<file path="src/rtl/muldiv_pkg.sv">
// Shared types for the multiply/divide unit: op codes, FSM states and op classifiers.
package muldiv_pkg;

    typedef enum logic [3:0] {
        OP_NOP   = 4'd0,
        OP_MULT  = 4'd1,
        OP_MULTU = 4'd2,
        OP_DIV   = 4'd3,
        OP_DIVU  = 4'd4,
        OP_MADD  = 4'd5,
        OP_MADDU = 4'd6,
        OP_MSUB  = 4'd7,
        OP_MSUBU = 4'd8,
        OP_MTHI  = 4'd9,
        OP_MTLO  = 4'd10
    } muldiv_op_e;

    typedef enum logic [1:0] {
        ST_IDLE = 2'd0,
        ST_MUL  = 2'd1,
        ST_DIV  = 2'd2,
        ST_FIX  = 2'd3
    } muldiv_state_e;

    function automatic logic is_signed(input muldiv_op_e op);
        return (op == OP_MULT) || (op == OP_DIV) || (op == OP_MADD) || (op == OP_MSUB);
    endfunction

    function automatic logic is_mul_class(input muldiv_op_e op);
        return (op == OP_MULT) || (op == OP_MULTU) || (op == OP_MADD) ||
               (op == OP_MADDU) || (op == OP_MSUB) || (op == OP_MSUBU);
    endfunction

    function automatic logic is_div(input muldiv_op_e op);
        return (op == OP_DIV) || (op == OP_DIVU);
    endfunction

endpackage

</file>
<file path="src/rtl/muldiv_unit_div_iter.sv">
// Iterative restoring divider on unsigned magnitudes; retires DIV_BITS_PER_CYCLE quotient bits per clock.
module div_iter #(
    parameter int XLEN               = 32,
    parameter int DIV_BITS_PER_CYCLE = 1
) (
    input  logic            clk,
    input  logic            reset,
    input  logic            i_start,
    input  logic [XLEN-1:0] i_dividend,
    input  logic [XLEN-1:0] i_divisor,
    output logic            o_busy,
    output logic            o_last,
    output logic [XLEN-1:0] o_quotient,
    output logic [XLEN-1:0] o_remainder
);
    localparam int ITERS = XLEN / DIV_BITS_PER_CYCLE;
    localparam int CW    = $clog2(ITERS + 1);

    logic [CW-1:0]   r_cnt;
    logic [XLEN-1:0] r_rem;
    logic [XLEN-1:0] r_quo;
    logic [XLEN-1:0] r_div;
    logic [XLEN-1:0] w_rem_next;
    logic [XLEN-1:0] w_quo_next;

    // The dividend shifts out of the top of r_quo while quotient bits shift in at the bottom.
    // A set remainder MSB means the shifted value already exceeds any XLEN-bit divisor.
    always_comb begin
        logic [XLEN-1:0] v_shift;
        logic            v_ge;
        w_rem_next = r_rem;
        w_quo_next = r_quo;
        v_shift    = '0;
        v_ge       = 1'b0;
        for (int k = 0; k < DIV_BITS_PER_CYCLE; k++) begin
            v_shift    = {w_rem_next[XLEN-2:0], w_quo_next[XLEN-1]};
            v_ge       = w_rem_next[XLEN-1] | (v_shift >= r_div);
            w_rem_next = v_ge ? (v_shift - r_div) : v_shift;
            w_quo_next = {w_quo_next[XLEN-2:0], v_ge};
        end
    end

    always_ff @(posedge clk or posedge reset) begin
        if (reset) begin
            r_cnt <= '0;
            r_rem <= '0;
            r_quo <= '0;
            r_div <= '0;
        end else if (i_start) begin
            r_cnt <= CW'(ITERS);
            r_rem <= '0;
            r_quo <= i_dividend;
            r_div <= i_divisor;
        end else if (r_cnt != '0) begin
            r_cnt <= r_cnt - CW'(1);
            r_rem <= w_rem_next;
            r_quo <= w_quo_next;
        end
    end

    assign o_busy      = (r_cnt != '0);
    assign o_last      = (r_cnt == CW'(1));
    assign o_quotient  = r_quo;
    assign o_remainder = r_rem;

endmodule

</file>
<file path="src/rtl/muldiv_unit.sv">
// Multi-cycle multiply/divide unit owning HI/LO; one op at a time via valid/ready, cancellable by flush.
module muldiv_unit
    import muldiv_pkg::*;
#(
    parameter int XLEN               = 32,
    parameter int MUL_STAGES         = 2,
    parameter int DIV_BITS_PER_CYCLE = 1
) (
    input  logic            clk,
    input  logic            reset,
    input  logic            req_valid,
    output logic            req_ready,
    input  muldiv_op_e      req_op,
    input  logic [XLEN-1:0] src1,
    input  logic [XLEN-1:0] src2,
    input  logic            flush,
    output logic            busy,
    output logic            done,
    output logic [XLEN-1:0] hi,
    output logic [XLEN-1:0] lo
);
    localparam int CW = (MUL_STAGES > 1) ? $clog2(MUL_STAGES) : 1;

    muldiv_state_e     r_state, w_state_next;
    muldiv_op_e        r_op;
    logic [XLEN-1:0]   r_hi, r_lo, r_dividend;
    logic [CW-1:0]     r_mul_cnt;
    logic              r_done, r_neg_q, r_neg_r, r_div_zero;
    logic              w_accept, w_wr_mul, w_wr_div, w_sgn;
    logic [2*XLEN-1:0] w_ma, w_mb, w_prod, w_prod_final, w_mul_result;
    logic [XLEN-1:0]   w_abs1, w_abs2, w_quo, w_rem, w_hi_div, w_lo_div;
    logic              w_div_busy, w_div_last;

    assign req_ready = (r_state == ST_IDLE) && !flush;
    assign w_accept  = req_valid && req_ready;
    assign w_sgn     = is_signed(req_op);

    // Sign-extending to 2*XLEN lets a single unsigned multiply serve both signednesses.
    assign w_ma   = {{XLEN{w_sgn & src1[XLEN-1]}}, src1};
    assign w_mb   = {{XLEN{w_sgn & src2[XLEN-1]}}, src2};
    assign w_prod = w_ma * w_mb;

    genvar gi;
    generate
        for (gi = 0; gi < MUL_STAGES; gi++) begin : g_stage
            logic [2*XLEN-1:0] r_q;
            if (gi == 0) begin : g_first
                always_ff @(posedge clk or posedge reset) begin
                    if (reset)                               r_q <= '0;
                    else if (w_accept && is_mul_class(req_op)) r_q <= w_prod;
                end
            end else begin : g_next
                always_ff @(posedge clk or posedge reset) begin
                    if (reset) r_q <= '0;
                    else       r_q <= g_stage[gi-1].r_q;
                end
            end
        end
    endgenerate

    assign w_prod_final = g_stage[MUL_STAGES-1].r_q;

    always_comb begin
        w_mul_result = w_prod_final;
        case (r_op)
            OP_MADD, OP_MADDU: w_mul_result = {r_hi, r_lo} + w_prod_final;
            OP_MSUB, OP_MSUBU: w_mul_result = {r_hi, r_lo} - w_prod_final;
            default:           w_mul_result = w_prod_final;
        endcase
    end

    assign w_abs1 = (w_sgn && src1[XLEN-1]) ? -src1 : src1;
    assign w_abs2 = (w_sgn && src2[XLEN-1]) ? -src2 : src2;

    div_iter #(
        .XLEN               (XLEN),
        .DIV_BITS_PER_CYCLE (DIV_BITS_PER_CYCLE)
    ) u_div_iter (
        .clk         (clk),
        .reset       (reset),
        .i_start     (w_accept && is_div(req_op)),
        .i_dividend  (w_abs1),
        .i_divisor   (w_abs2),
        .o_busy      (w_div_busy),
        .o_last      (w_div_last),
        .o_quotient  (w_quo),
        .o_remainder (w_rem)
    );

    // Most-negative / -1 needs no special case: the magnitude quotient already wraps to most-negative.
    assign w_lo_div = r_div_zero ? '1 : (r_neg_q ? -w_quo : w_quo);
    assign w_hi_div = r_div_zero ? r_dividend : (r_neg_r ? -w_rem : w_rem);

    always_ff @(posedge clk or posedge reset) begin
        if (reset) r_state <= ST_IDLE;
        else       r_state <= w_state_next;
    end

    always_comb begin
        w_state_next = r_state;
        w_wr_mul     = 1'b0;
        w_wr_div     = 1'b0;
        case (r_state)
            ST_IDLE: begin
                if (w_accept && is_mul_class(req_op)) w_state_next = ST_MUL;
                else if (w_accept && is_div(req_op))  w_state_next = ST_DIV;
            end
            ST_MUL: begin
                if (flush) begin
                    w_state_next = ST_IDLE;
                end else if (r_mul_cnt == CW'(MUL_STAGES - 1)) begin
                    w_wr_mul     = 1'b1;
                    w_state_next = ST_IDLE;
                end
            end
            ST_DIV: begin
                if (flush)                         w_state_next = ST_IDLE;
                else if (w_div_busy && w_div_last) w_state_next = ST_FIX;
            end
            ST_FIX: begin
                w_wr_div     = !flush;
                w_state_next = ST_IDLE;
            end
            default: w_state_next = ST_IDLE;
        endcase
    end

    always_ff @(posedge clk or posedge reset) begin
        if (reset) begin
            r_hi       <= '0;
            r_lo       <= '0;
            r_done     <= 1'b0;
            r_op       <= OP_NOP;
            r_mul_cnt  <= '0;
            r_neg_q    <= 1'b0;
            r_neg_r    <= 1'b0;
            r_div_zero <= 1'b0;
            r_dividend <= '0;
        end else begin
            r_done <= w_wr_mul | w_wr_div;
            if (w_accept) begin
                r_op       <= req_op;
                r_mul_cnt  <= '0;
                r_neg_q    <= w_sgn & (src1[XLEN-1] ^ src2[XLEN-1]);
                r_neg_r    <= w_sgn & src1[XLEN-1];
                r_div_zero <= (src2 == '0);
                r_dividend <= src1;
                if (req_op == OP_MTHI) r_hi <= src1;
                if (req_op == OP_MTLO) r_lo <= src1;
            end else if (r_state == ST_MUL) begin
                r_mul_cnt <= r_mul_cnt + CW'(1);
            end
            if (w_wr_mul) {r_hi, r_lo} <= w_mul_result;
            if (w_wr_div) begin
                r_hi <= w_hi_div;
                r_lo <= w_lo_div;
            end
        end
    end

    assign busy = (r_state != ST_IDLE);
    assign done = r_done;
    assign hi   = r_hi;
    assign lo   = r_lo;

endmodule

</file>
<file path="config.mk">
export PLATFORM = sky130hd
export DESIGN_NAME = muldiv_unit
export DESIGN_NICKNAME = d
export VERILOG_FILES = /design/src/rtl/muldiv_pkg.sv /design/src/rtl/muldiv_unit_div_iter.sv /design/src/rtl/muldiv_unit.sv
export SDC_FILE = /design/constraint.sdc
export NUM_CORES = 2
export LEC_CHECK = 0
export BUFFER_PORTS_ARGS = -buffer_cell sky130_fd_sc_hd__buf_2
export CAP_MARGIN = 20
export CORE_MARGIN = 3
export CORE_UTILIZATION = 23
export CTS_CLUSTER_SIZE = 25
export DETAILED_ROUTE_END_ITERATION = 12
export MAX_ROUTING_LAYER = met4
export PLACE_DENSITY = 0.48
export SYNTH_ARGS = -nofsm -noshare
export SYNTH_HDL_FRONTEND = slang
export SYNTH_SLANG_ARGS = --single-unit
</file>
<file path="constraint.sdc">
create_clock -name clk -period 25.1 [get_ports clk]
set_clock_uncertainty 0.15 [all_clocks]
set_input_delay 1.255 -clock clk [delete_from_list [all_inputs] [get_ports clk]]
set_output_delay 1.255 -clock clk [all_outputs]
set_load 0.005 [all_outputs]
</file>
==> out/qor.tcl <==
set qor(outcome) {complete, no violations}
set qor(layout_worst_path_cycle_share_pct) 41.0
set qor(worst_skew_pair.late_latency_ns) 0.57
set qor(footprint_of_the_multi_input_gates_um2) 46700
set qor(grt_setup_unrepaired) {no}
set qor(hold_violations) 0
set qor(share_of_flip_flops_with_an_asynchronous_set_or_reset_after_synthesis_pct) 100
set qor(detail_route.first_pass.iterations) 9
set qor(buffer_ports.inserted) 138
set qor(layout_setup_ws_ns) 14.80
set qor(report.final.setup_viol) 0
set qor(synth.lib_cells_used.distinct) 87
set qor(nFillCells) 28600
set qor(synth_sequential_area_ratio_pct) 13.8
set qor(postCtsHoldBufs) 0
set qor(setup_fix_buffers_added_after_clock_tree_synthesis) 0
set qor(post_drt_via_cell_ratio) 4.64
set qor(mappedNetlistArea_um2) 61200
set qor(met3_track_utilization_from_global_routing_pct) 0.963
set qor(hold_path_class) {reg -> reg}
set qor(ff_latch_area_um2) 8430
set qor(maxCapViolCount) 0
set qor(cts-htree-levels) 2
set qor(grt_start_max_net_pins) 108
set qor(cts-root-buf) {sky130_fd_sc_hd__clkbuf_16}
set qor(finish.instance_area_um2) 66700
set qor(gr-usage-met1_pct) 20.8
set qor(floorplan_die_width_um) 522
set qor(start_kind) {primary input}
set qor(cpMostUsedCell) {sky130_fd_sc_hd__fa_1}
set qor(fin_tns_setup_ns) 0
set qor(worst_path_largest_cell_delay_ns) 0.63
set qor(clkTransAtPathRegs_ns) 0.06
set qor(core-area_um2) 263000
set qor(pre_cts_slack_ns) 14.28
set qor(grtUsageMet2_pct) 26.3
set qor(worst_hold_startpoint) {g_stage[0].r_q[43]}
set qor(post_drt_wl_per_cell_um) 19.9
set qor(max_freq_ghz) 0.0971
set qor(cts-buffers-inserted) 37
set qor(first_pass_grt_wire_length_um) 323000
set qor(via_count) 48600
set qor(synthesis.yosys.warnings) 0
set qor(remaining_global_route_overflow) 0
set qor(ioPinCount) 139
set qor(arrival_ns) 10.56
set qor(cts_tree) {done}
set qor(cp.required_ns) 25.36
set qor(holdPathStages) 0
set qor(number_of_remaining_drc_errors) 0
set qor(finalMaxSlewViolations) 0
set qor(die_area_um2) 272000
set qor(cp_launch_point) {src1[31]}
set qor(clkSinkCount) 337
set qor(crit_path_max_fanout) 38
set qor(syn-mean-instance-area_um2) 8.64
set qor(syn2layout_area_growth_pct) 8.95
set qor(drive_above_1_share_pct) 4.97
set qor(number_of_core_rows) 188
set qor(clock_path_buffers) 3
set qor(crit_family) {adder cells}
set qor(dp_hpwl_um) 164000
set qor(cell_by_cell_listing_of_the_critical_path) {buf_2 > buf_4 > nand2_1 > nor2_1 > fa_1 > fa_1 > fa_1 > inv_1 > fa_1 > inv_1 > fa_1 > fa_1 > inv_1 > fa_1 > fa_1 > inv_1 > ha_1 > nand3_1 > or2_2 > a211oi_1 > o21ai_0 > a2111oi_0 > mux2i_1 > o311ai_0}
set qor(placed_cell_area_um2) 65500
set qor(drt_first_iter_violations) 3984
set qor(critical_path.endpoint_type) {flip-flop}
set qor(syn_inst) 7082
set qor(worst-path-buf-inv) 6
set qor(final_net_count) 8437
set qor(critical_path_class) {in -> reg}
set qor(busiest_metal_layer_after_global_routing) {met2}
set qor(gpl.final_weighted_congestion) 0.954
set qor(relSlewSlack_pct) 27.2
set qor(timing.critical_path.slowest_stage_cell) {sky130_fd_sc_hd__fa_1}
set qor(ant_nets) 0
set qor(critical_path_depth) 24
set qor(initial_antenna_violation_count) 24
set qor(detail_route.wirelength_um) 209000
set qor(via_count_of_the_first_global_routing_pass) 51200
set qor(die_h_um) 522
set qor(synth_fp_nets) 8596
set qor(number_of_enable_flip_flop_cells_after_synthesis) 0
set qor(timing.reg2reg.worst_path_depth) 19
set qor(floorplan.initialDensity_pct) 23.2
set qor(synthFlopType) {sky130_fd_sc_hd__dfrtp_1}
set qor(cts-resized-gates) 0
set qor(final_period_minus_worst_setup_slack_ns) 10.30
set qor(synth.ff_latch_count) 337
set qor(rr_startpoint) {g_stage[1].r_q[10]}
set qor(grt_use_total_pct) 15.7
set qor(worst_pin_slew_ns) 1.09
-- Yosys cell counts, types with 33 or more instances --
library cell	n	area (µm²)
sky130_fd_sc_hd__nand4_1	43	269
sky130_fd_sc_hd__a21o_1	70	526
sky130_fd_sc_hd__inv_1	1200	4500
sky130_fd_sc_hd__nor3_1	73	365
sky130_fd_sc_hd__mux2i_1	45	450
sky130_fd_sc_hd__buf_1	58	218
sky130_fd_sc_hd__nand3_1	53	265
sky130_fd_sc_hd__ha_1	315	3940
sky130_fd_sc_hd__xnor2_1	176	1540
sky130_fd_sc_hd__clkbuf_1	369	1390
sky130_fd_sc_hd__o31ai_1	50	375
sky130_fd_sc_hd__and3_1	33	206
sky130_fd_sc_hd__dfrtp_1	337	8430
sky130_fd_sc_hd__nor2_1	267	1000
sky130_fd_sc_hd__nand2b_1	40	250
sky130_fd_sc_hd__o21ai_0	350	1750
sky130_fd_sc_hd__xor2_1	160	1400
sky130_fd_sc_hd__nand2_1	1221	4580
sky130_fd_sc_hd__fa_1	1127	22600
sky130_fd_sc_hd__a21oi_1	292	1460
sky130_fd_sc_hd__and2_1	321	2010
sky130_fd_sc_hd__a211oi_1	48	360
-- worst reg2reg max path: cells and delay by family (launching register included) --
kind,cells,cell delay [ns]
adders and majority gates,1,0.46
and+or+nand+nor,10,2.96
AOI/OAI and AO/OA,6,2.04
DFF,1,0.42
buffers and inverters,1,0.22
xor gates and xnor gates,1,0.19
-- per-layer routing --
layer  wire [µm]  vias up  part of all wire (%)
li1            -    21800                     -
met5           0        -                     0
met3        7940      272                   3.8
met1       94200    25200                    45
met2      101000     1310                    48
met4        5430        0                   2.6
-- cell type report --
cell class              count  share of cell area (%)
diodes                      4                  0.0150
clock buffers              53                    1.63
clock inverters            11                   0.188
inverters                1202                    6.78
multi-input cells        5110                    70.0
flip-flops and latches    337                    12.6
well taps                3515                    6.60
repair buffers            235                    2.13
-- flip-flops by register name, indices dropped and copies added, names as in the netlist --
name and cells:
lo 32, done 1, r_neg_r 1, u_div_iter.o_remainder 32, hi 32, r_state 2, g_stage.r_q 128, u_div_iter.r_cnt 6
u_div_iter.o_quotient 32, r_div_zero 1, r_neg_q 1, r_mul_cnt 1, u_div_iter.r_div 32, r_op 4, r_dividend 32
-- cells by family after synthesis --
family                   Yosys count  share of synthesized area [%]
AO/OA/AOI/OAI                   1099                           11.1
XOR/XNOR                         336                           4.81
adder cells (fa/ha/maj)         1442                           43.3
buffers and inverters           1635                           10.0
flip-flops                       337                           13.8
multiplexers                      47                          0.773
AND/OR/NAND/NOR                 2186                           16.2
-- worst paths after layout --
check / to / slack, ns
min in group asynchronous: u_div_iter.o_remainder[27] / 0.70
setup / recovery: g_stage[0].r_q[60] / 14.80
setup reg to reg: hi[21] / 18.51
hold reg to reg: g_stage[1].r_q[43] / 0.22
hold / removal: g_stage[1].r_q[43] / 0.22
max in group asynchronous: g_stage[1].r_q[9] / 21.90
-- placed cells by master (no fill, tap or decap), drive strengths merged, types with 70 or more instances in the layout --
cell / synthesis / final
fa: 1127 / 1127
nand2: 1222 / 1222
and2: 321 / 321
ha: 315 / 315
a21oi: 292 / 292
nor3: 73 / 73
dfrtp: 337 / 337
o21ai: 355 / 355
nor2: 268 / 268
a21o: 70 / 70
xnor2: 176 / 176
xor2: 160 / 160
buf: 64 / 235
inv: 1200 / 1203
-- metrics by stage --
step                util, %  cells  hold slack [ns]
detailed placement     24.8  10400            0.212
global route           25.3  10500            0.237
finish                 25.3  10500            0.223
CTS                    25.3  10500            0.229
floorplan                 -   7082            0.200
global placement       24.8  10400            0.210
Power is left out: the tool's default activity adds up to more than one toggle a clock period on the data nets, which glitch-free logic cannot reach.
